**src/rtl/ps2_frame_tx.sv**
```systemverilog
// Serial frame transmitter: start, LSB-first data, optional parity, stop on a clock/data pair.
// Words are queued in a small FIFO; a host inhibit aborts the current frame and it is resent whole.
module ps2_frame_tx #(
    parameter int DATA_W       = 8,
    parameter int PARITY       = 1,
    parameter int QUARTER      = 25,
    parameter int DEPTH        = 4,
    parameter int GAP_QUARTERS = 4
) (
    input  logic                     clk,
    input  logic                     reset_n,
    input  logic [DATA_W-1:0]        in_data,
    input  logic                     in_valid,
    output logic                     in_ready,
    input  logic                     inhibit,
    output logic                     ser_clk,
    output logic                     ser_dat,
    output logic                     busy,
    output logic [$clog2(DEPTH):0]   fill,
    output logic                     frame_done,
    output logic                     aborted
);
    localparam int NBITS   = DATA_W + 2 + ((PARITY != 0) ? 1 : 0);
    localparam int AW      = $clog2(DEPTH);
    localparam int GAP_CYC = GAP_QUARTERS * QUARTER;
    localparam int QW      = (QUARTER > 1) ? $clog2(QUARTER) : 1;
    localparam int GW      = (GAP_CYC > 1) ? $clog2(GAP_CYC) : 1;
    localparam int BW      = $clog2(NBITS);

    typedef enum logic [1:0] {IDLE, BIT, GAP} state_t;
    state_t state;

    logic [DATA_W-1:0] mem [DEPTH];
    logic [AW-1:0]     wr_ptr;
    logic [AW-1:0]     rd_ptr;
    logic              push;
    logic              pop;

    logic [NBITS-1:0]  shreg;
    logic [NBITS-1:0]  frame_word;
    logic [1:0]        quarter;
    logic [QW-1:0]     qcnt;
    logic [BW-1:0]     bits_left;
    logic [GW-1:0]     gcnt;
    logic              par_bit;
    logic              q_end;
    logic              last_cycle;

    assign in_ready   = (fill != (AW+1)'(DEPTH)) && reset_n;
    assign push       = in_valid && in_ready;
    assign q_end      = (qcnt == '0);
    // Completion wins over inhibit in the final stop-bit cycle.
    assign last_cycle = (state == BIT) && q_end && (quarter == 2'd3) && (bits_left == '0);
    assign pop        = last_cycle;
    assign busy       = (state != IDLE);

    always_comb begin
        par_bit    = (PARITY == 2) ? ^mem[rd_ptr] : ~^mem[rd_ptr];
        frame_word = '0;
        frame_word[DATA_W:1] = mem[rd_ptr];
        if (PARITY != 0)
            frame_word[NBITS-2] = par_bit;
        frame_word[NBITS-1] = 1'b1;
    end

    always_ff @(posedge clk) begin
        if (!reset_n) begin
            wr_ptr <= '0;
            rd_ptr <= '0;
            fill   <= '0;
        end else begin
            if (push) begin
                mem[wr_ptr] <= in_data;
                wr_ptr      <= wr_ptr + 1'b1;
            end
            if (pop)
                rd_ptr <= rd_ptr + 1'b1;
            case ({push, pop})
                2'b10:   fill <= fill + 1'b1;
                2'b01:   fill <= fill - 1'b1;
                default: ;
            endcase
        end
    end

    always_ff @(posedge clk) begin
        if (!reset_n) begin
            state      <= IDLE;
            ser_clk    <= 1'b1;
            ser_dat    <= 1'b1;
            frame_done <= 1'b0;
            aborted    <= 1'b0;
            quarter    <= 2'd0;
            qcnt       <= '0;
            bits_left  <= '0;
            gcnt       <= '0;
            shreg      <= '0;
        end else begin
            frame_done <= 1'b0;
            aborted    <= 1'b0;
            case (state)
                IDLE: begin
                    if (fill != '0 && !inhibit) begin
                        state     <= BIT;
                        shreg     <= frame_word;
                        quarter   <= 2'd0;
                        qcnt      <= QW'(QUARTER - 1);
                        bits_left <= BW'(NBITS - 1);
                    end
                end
                BIT: begin
                    if (last_cycle) begin
                        state      <= GAP;
                        ser_clk    <= 1'b1;
                        frame_done <= 1'b1;
                        gcnt       <= GW'(GAP_CYC - 1);
                    end else if (inhibit) begin
                        state   <= GAP;
                        ser_clk <= 1'b1;
                        ser_dat <= 1'b1;
                        aborted <= 1'b1;
                        gcnt    <= GW'(GAP_CYC - 1);
                    end else if (!q_end) begin
                        qcnt <= qcnt - 1'b1;
                    end else begin
                        qcnt    <= QW'(QUARTER - 1);
                        quarter <= quarter + 2'd1;
                        // Quarter boundaries: data changes entering q1, clock falls entering q2.
                        case (quarter)
                            2'd0: begin
                                ser_dat <= shreg[0];
                                shreg   <= shreg >> 1;
                            end
                            2'd1: ser_clk <= 1'b0;
                            2'd3: begin
                                ser_clk   <= 1'b1;
                                bits_left <= bits_left - 1'b1;
                            end
                            default: ;
                        endcase
                    end
                end
                GAP: begin
                    if (inhibit)
                        gcnt <= GW'(GAP_CYC - 1);
                    else if (gcnt == '0)
                        state <= IDLE;
                    else
                        gcnt <= gcnt - 1'b1;
                end
                default: state <= IDLE;
            endcase
        end
    end
endmodule

```
**config.mk**
```make
export PLATFORM = sky130hd
export DESIGN_NAME = ps2_frame_tx
export DESIGN_NICKNAME = d
export VERILOG_FILES = /design/src/rtl/ps2_frame_tx.sv
export SDC_FILE = /design/constraint.sdc
export NUM_CORES = 1
export LEC_CHECK = 0
export ABC_AREA = 1
export ABC_CLOCK_PERIOD_IN_PS = 2320
export BUFFER_PORTS_ARGS = -buffer_cell sky130_fd_sc_hd__buf_2
export CELL_PAD_IN_SITES_DETAIL_PLACEMENT = 0
export CELL_PAD_IN_SITES_GLOBAL_PLACEMENT = 2
export CORE_MARGIN = 1.5
export CORE_UTILIZATION = 33
export DETAILED_ROUTE_END_ITERATION = 6
export GPL_ROUTABILITY_DRIVEN = 0
export PLACE_DENSITY_LB_ADDON = 0.08
export SYNTH_ARGS = -nofsm -noshare
export SYNTH_HDL_FRONTEND = slang
export SYNTH_SLANG_ARGS = --single-unit
```
**constraint.sdc**
```tcl
create_clock -name clk -period 2.32 [get_ports clk]
set_input_delay 0.696 -clock clk [delete_from_list [all_inputs] [get_ports clk]]
set_output_delay 0.696 -clock clk [all_outputs]
set_load 0.01 [all_outputs]
```
==> impl_metrics.json, run 1 <==
{
  "path_class": "reg2reg",
  "synth_most_common_cell": "nand2_1",
  "drt_first_pass_iters": 6,
  "fin_nets": 512,
  "grt_max_degree": 24,
  "synth_edf_count": 32,
  "final_cell_count_no_fill": 631,
  "drv_slew": 0,
  "hold_violations": 0,
  "reg2reg_from": "qcnt[0]",
  "first_global_vias": 2715,
  "clock_sinks": 76,
  "grt-ovfl-total": 0,
  "viasPerCell": 4.54,
  "reg2reg_depth": 11,
  "worst_pin_slew_ps": 539,
  "synth_nets": 479,
  "drv_cap": 0,
  "min_to": "gcnt[0]",
  "skew_ps": 5.83,
  "ys_warn_count": 0,
  "syn_avg_cell_area_sq_um": 8.20,
  "cp.required_ps": 2570,
  "num_antenna_cells": 0,
  "synthTopCellsByArea": "edfxtp_1 26%, dfxtp_1 24%, nand2_1 14%",
  "setup_viol_count_final": 0,
  "min-delay-start": "gcnt[0]",
  "antenna_found_initial": 0,
  "cp_max_fo": 5,
  "yosysTopAreaCellShare": 0.259,
  "wl_microns": 7960,
  "grt_pass1_wl_microns": 13300,
  "r2r_slack_ps": 280,
  "cellLeakagePower_nw": 1.82,
  "rsz0062_at_grt": "no",
  "ioPinCount": 21,
  "power.density_nw_per_um2": 1070,
  "die-width_microns": 109,
  "max_slew_margin": 0.641,
  "ys_seq_area_frac": 0.496,
  "clkTransAtPathRegs_ps": 90,
  "setup.worst_path.start": "qcnt[0]",
  "async_flop_share": 0,
  "synthToLayoutAreaGrowth_pct": 14.0,
  "rows": 38,
  "syn_inst": 453,
  "synth-main-ff-cell": "dfxtp_1",
  "drtAntennaViolNets": 0,
  "reg2reg_to": "fill[2]",
  "cp-start-kind": "flip-flop",
  "wl_per_cell_microns": 12.6,
  "grt.total_usage": 0.150,
  "fin_crit_ps": 2040,
  "end_kind": "flip-flop",
  "die_area_sq_um": 11900,
  "holdPathStages": 1,
  "setup-tns-final_ps": 0,
  "nFillCells": 1134,
  "ys_ff_latch": 76,
  "vdd_drop_max_v": 0.000435,
  "htreeDepth": 3,
  "drtIter0Drc": 95,
  "tritoncts": "yes",
  "ys_types": 39,
  "root_buffer": "clkbuf_8",
  "clock_latency_ps": 360,
  "netlist_area_sq_um": 3710,
  "drc_errors": 0,
  "core_area_sq_um": 10900,
  "clk_path_buf_depth": 2,
  "outcome": "complete, no violations",
  "via_count": 2864,
  "io_buffers": 20,
  "finalCritPeriodShare": 0.881,
  "die_y_microns": 109,
  "hp-class": "reg2reg",
  "placed_cells": 615,
  "max_freq_mhz": 489,
  "worstPathArrival_ps": 2300,
  "synth_common_cells": "136 x nand2_1, 46 x nor2_1, 44 x dfxtp_1",
  "post-cts-setup-buffers": 0,
  "initial_core_util": 0.341,
  "cts_inserted_buffers": 9,
  "dpl.hpwl_microns": 5670,
  "yosysTopAreaCell": "edfxtp_1",
  "drive_above_1_share": 0.159
}
worst max-delay path: stages (launching register included):
cell and delay, ps:
dfxtp_1 320, inv_1 100, ha_1 220, nand3_4 140
nor2_8 140, ha_1 150, inv_1 60, fa_1 380
a21oi_1 140, o21ai_0 110, o21ai_1 130, a21oi_1 50
registers in the layout, summed over array words and instances, names as in the netlist, 3 cells and up, named ones only:
register	flops
shreg	11
mem	32
fill	3
gcnt	7
qcnt	5
bits_left	4
worst max-delay path by stage:
stage                     endpoint  slack (ps)
after global routing       fill[2]           5
after global placement     fill[2]         110
after detailed placement   fill[2]          80
after floorplan            fill[2]          60
final                      fill[2]         280
after CTS                  fill[2]         190
metal layers:
layer  share of wire  vias up  GRT usage
met3           0.024       14     0.0347
met5               0        -          0
met1            0.51     1287      0.198
li1                -     1538          -
met2            0.44       25      0.232
met4           0.020        0     0.0733
area by class of cell:
| cell class | instances | area [sq um] | area share |
|---|---|---|---|
| clock buffer | 9 | 124 | 0.0292 |
| clock inverter | 7 | 56.3 | 0.0133 |
| inverter | 48 | 181 | 0.0428 |
| multi-input combinational | 318 | 1660 | 0.391 |
| sequential | 76 | 1840 | 0.435 |
| tap | 140 | 175 | 0.0414 |
| timing repair buffer | 33 | 198 | 0.0467 |
report_power, final:
| group | switching, W | leakage (nW) | internal, W |
|---|---|---|---|
| clock network | 0.000549 | 0.0926 | 0.000403 |
| registers | 0.000159 | 0.651 | 0.00162 |
| logic | 0.00117 | 1.07 | 0.000634 |
| total | 0.00187 | 1.82 | 0.00266 |
kinds of logic after synthesis:
family / after synthesis / synth area share
buffers and inverters: 59 / 0.0637
adder cells (fa/ha/maj): 14 / 0.0492
XOR/XNOR: 2 / 0.00472
flip-flops: 76 / 0.496
AND/OR/NAND/NOR: 235 / 0.291
AO/OA/AOI/OAI: 67 / 0.0950
repair_timing:
item                                    in CTS  in global routing
hold buffers                                 0                  0
endpoints found under the setup margin       0                  1
hold endpoints to repair                     0                  0
resized for setup                            0                  6
through the flow:
step / utilization / hold slack (ps) / setup slack (ps) / area (sq um) / power [W]
2_1_floorplan: - / 422 / 64.2 / 3710 / 0.00320
5_1_grt: 0.389 / 487 / 5.35 / 4240 / 0.00493
4_1_cts: 0.387 / 460 / 187 / 4210 / 0.00458
3_3_place_gp: 0.370 / 436 / 111 / 4030 / 0.00357
6_report: 0.389 / 456 / 275 / 4240 / 0.00453
3_5_place_dp: 0.370 / 439 / 77.0 / 4030 / 0.00360
layout by cell type, fill, tap and decap left out, types with 8 or more instances in the layout:
cell type,n
clkbuf_8,9
nor2_1,46
dfxtp_1,43
buf_2,20
a21oi_1,27
o21ai_0,31
inv_2,8
ha_1,11
edfxtp_1,32
nand3_1,27
inv_1,39
nand2_1,136
buf_4,13
Note: power is estimated with default switching activity, not from simulation.
==> inputs of run 2 (changes only) <==
- RECOVER_POWER: default -> 25
==> run 2 against run 1 <==
Against the previous run:
- first-iteration DRC count unchanged
- utilization shrank 0.092 points
- sequential share of layout area is 0.10 points higher
- count of clock-buffer cells in the layout did not move
- critical path type unchanged
==> impl_metrics.json, run 2 (synthesis results as in run 1) <==
{
  "grt_pass1_wl_microns": 13300,
  "drtIter0Drc": 95,
  "clock_sinks": 76,
  "drt_first_pass_iters": 6,
  "die-width_microns": 109,
  "pre_cts_ws_ps": 77.0,
  "via_count": 2865,
  "initial_core_util": 0.341,
  "drv_slew": 0,
  "finalCritPeriodShare": 0.881,
  "largest_reg_flops": 32,
  "rows": 38,
  "core_area_sq_um": 10900,
  "final_common_cell": "nand2_1",
  "outcome": "complete, no violations",
  "timing.critical_path.slowest_stage_cell": "fa_1",
  "grt.total_usage": 0.150,
  "die_y_microns": 109,
  "worstPathCellList": "inv_1 -> ha_1 -> nand3_4 -> nor2_8 -> ha_1 -> inv_1 -> fa_1 -> a21oi_1 -> o21ai_0 -> o21ai_1 -> a21oi_1",
  "antenna_found_initial": 0,
  "fin_ws_ps": 275,
  "tritoncts": "yes",
  "synthToLayoutAreaGrowth_pct": 13.8,
  "viasPerCell": 4.54,
  "crit_family": "adder cells",
  "fin_crit_ps": 2040,
  "slowest_delay_ps": 380,
  "grt-ovfl-total": 0,
  "cellLeakagePower_nw": 1.79,
  "end_kind": "flip-flop",
  "rsz0062_at_grt": "no",
  "cp-start-kind": "flip-flop",
  "path_buf_inv": 2,
  "max_freq_mhz": 489,
  "cp_max_fo": 5,
  "drtAntennaViolNets": 0,
  "mostFrequentLayoutCells": "136 x nand2_1, 46 x nor2_1, 43 x dfxtp_1",
  "clock_latency_ps": 360,
  "power.density_nw_per_um2": 1070,
  "htreeDepth": 3,
  "dpl_cell_area_sq_um": 4030,
  "final_cell_area_sq_um": 4230,
  "clk_path_buf_depth": 2,
  "dpl.hpwl_microns": 5670,
  "wl_per_cell_microns": 12.6,
  "hp-class": "reg2reg",
  "drive_above_1_share": 0.143,
  "drc_errors": 0,
  "reg_top3": "mem (32), shreg (11), gcnt (7)",
  "max_slew_margin": 0.641,
  "die_area_sq_um": 11900,
  "hold_ws_ps": 456,
  "grt_max_degree": 24,
  "path_class": "reg2reg",
  "ioPinCount": 21,
  "root_buffer": "clkbuf_8",
  "clkTransAtPathRegs_ps": 90,
  "cp.required_ps": 2570,
  "cts_inserted_buffers": 9,
  "skew_ps": 5.80,
  "total_power_w": 0.00453,
  "first_global_vias": 2715,
  "wl_microns": 7960,
  "num_antenna_cells": 0,
  "setup_viol_count_final": 0,
  "drv_cap": 0,
  "top_register": "mem",
  "io_buffers": 20,
  "vdd_drop_max_v": 0.000435,
  "worstPathArrival_ps": 2300,
  "fin_nets": 512,
  "setup-tns-final_ps": 0,
  "worst_pin_slew_ps": 539,
  "hold_violations": 0
}
run 2: worst register-to-register path: stages (launching register included):
cell and delay [ps]:
dfxtp_1 320, inv_1 100, ha_1 220, nand3_4 140, nor2_8 140, ha_1 150
inv_1 60, fa_1 380, a21oi_1 140, o21ai_0 110, o21ai_1 130, a21oi_1 50
run 2: worst paths after layout:
path | start | endpoint | slack, ps | cells after the start
worst max-delay path | qcnt[0] | fill[2] | 280 | 11
worst min-delay path | gcnt[0] | gcnt[0] | 460 | 1
worst max register to register | qcnt[0] | fill[2] | 280 | 11
worst min register to register | gcnt[0] | gcnt[0] | 460 | 1
run 2: area by class of cell:
class                           instances  area (sq um)
Fill cell                            1139          6660
Sequential cell                        76          1840
Multi-Input combinational cell        318          1660
Timing Repair Buffer                   33           188
Inverter                               48           181
Tap cell                              140           175
Clock buffer                            9           124
Clock inverter                          7          56.3
run 2: repair_timing:
item / in CTS / in global routing
setup endpoints to repair: 0 / 1
gates resized for setup: 0 / 6
buffers inserted: 0 / 0
hold buffers: 0 / 0
run 2: routing by layer:
metal / part of all wire / up-vias / track usage
met5: 0 / - / 0
met4: 0.020 / 0 / 0.0733
met3: 0.025 / 14 / 0.0347
li1: - / 1537 / -
met2: 0.44 / 25 / 0.232
met1: 0.51 / 1289 / 0.198
run 2: through the flow:
stage / std cells / utilization
2_1_floorplan: 453 / -
3_5_place_dp: 615 / 0.370
6_report: 631 / 0.388
5_1_grt: 631 / 0.388
4_1_cts: 631 / 0.387
3_3_place_gp: 615 / 0.370
run 2: where the power goes:
part / total [W] / leakage [nW] / switching (W) / internal (W)
Clock: 0.000952 / 0.0926 / 0.000549 / 0.000403
Sequential: 0.00178 / 0.651 / 0.000159 / 0.00162
Combinational: 0.00180 / 1.05 / 0.00117 / 0.000633
Total: 0.00453 / 1.79 / 0.00187 / 0.00266
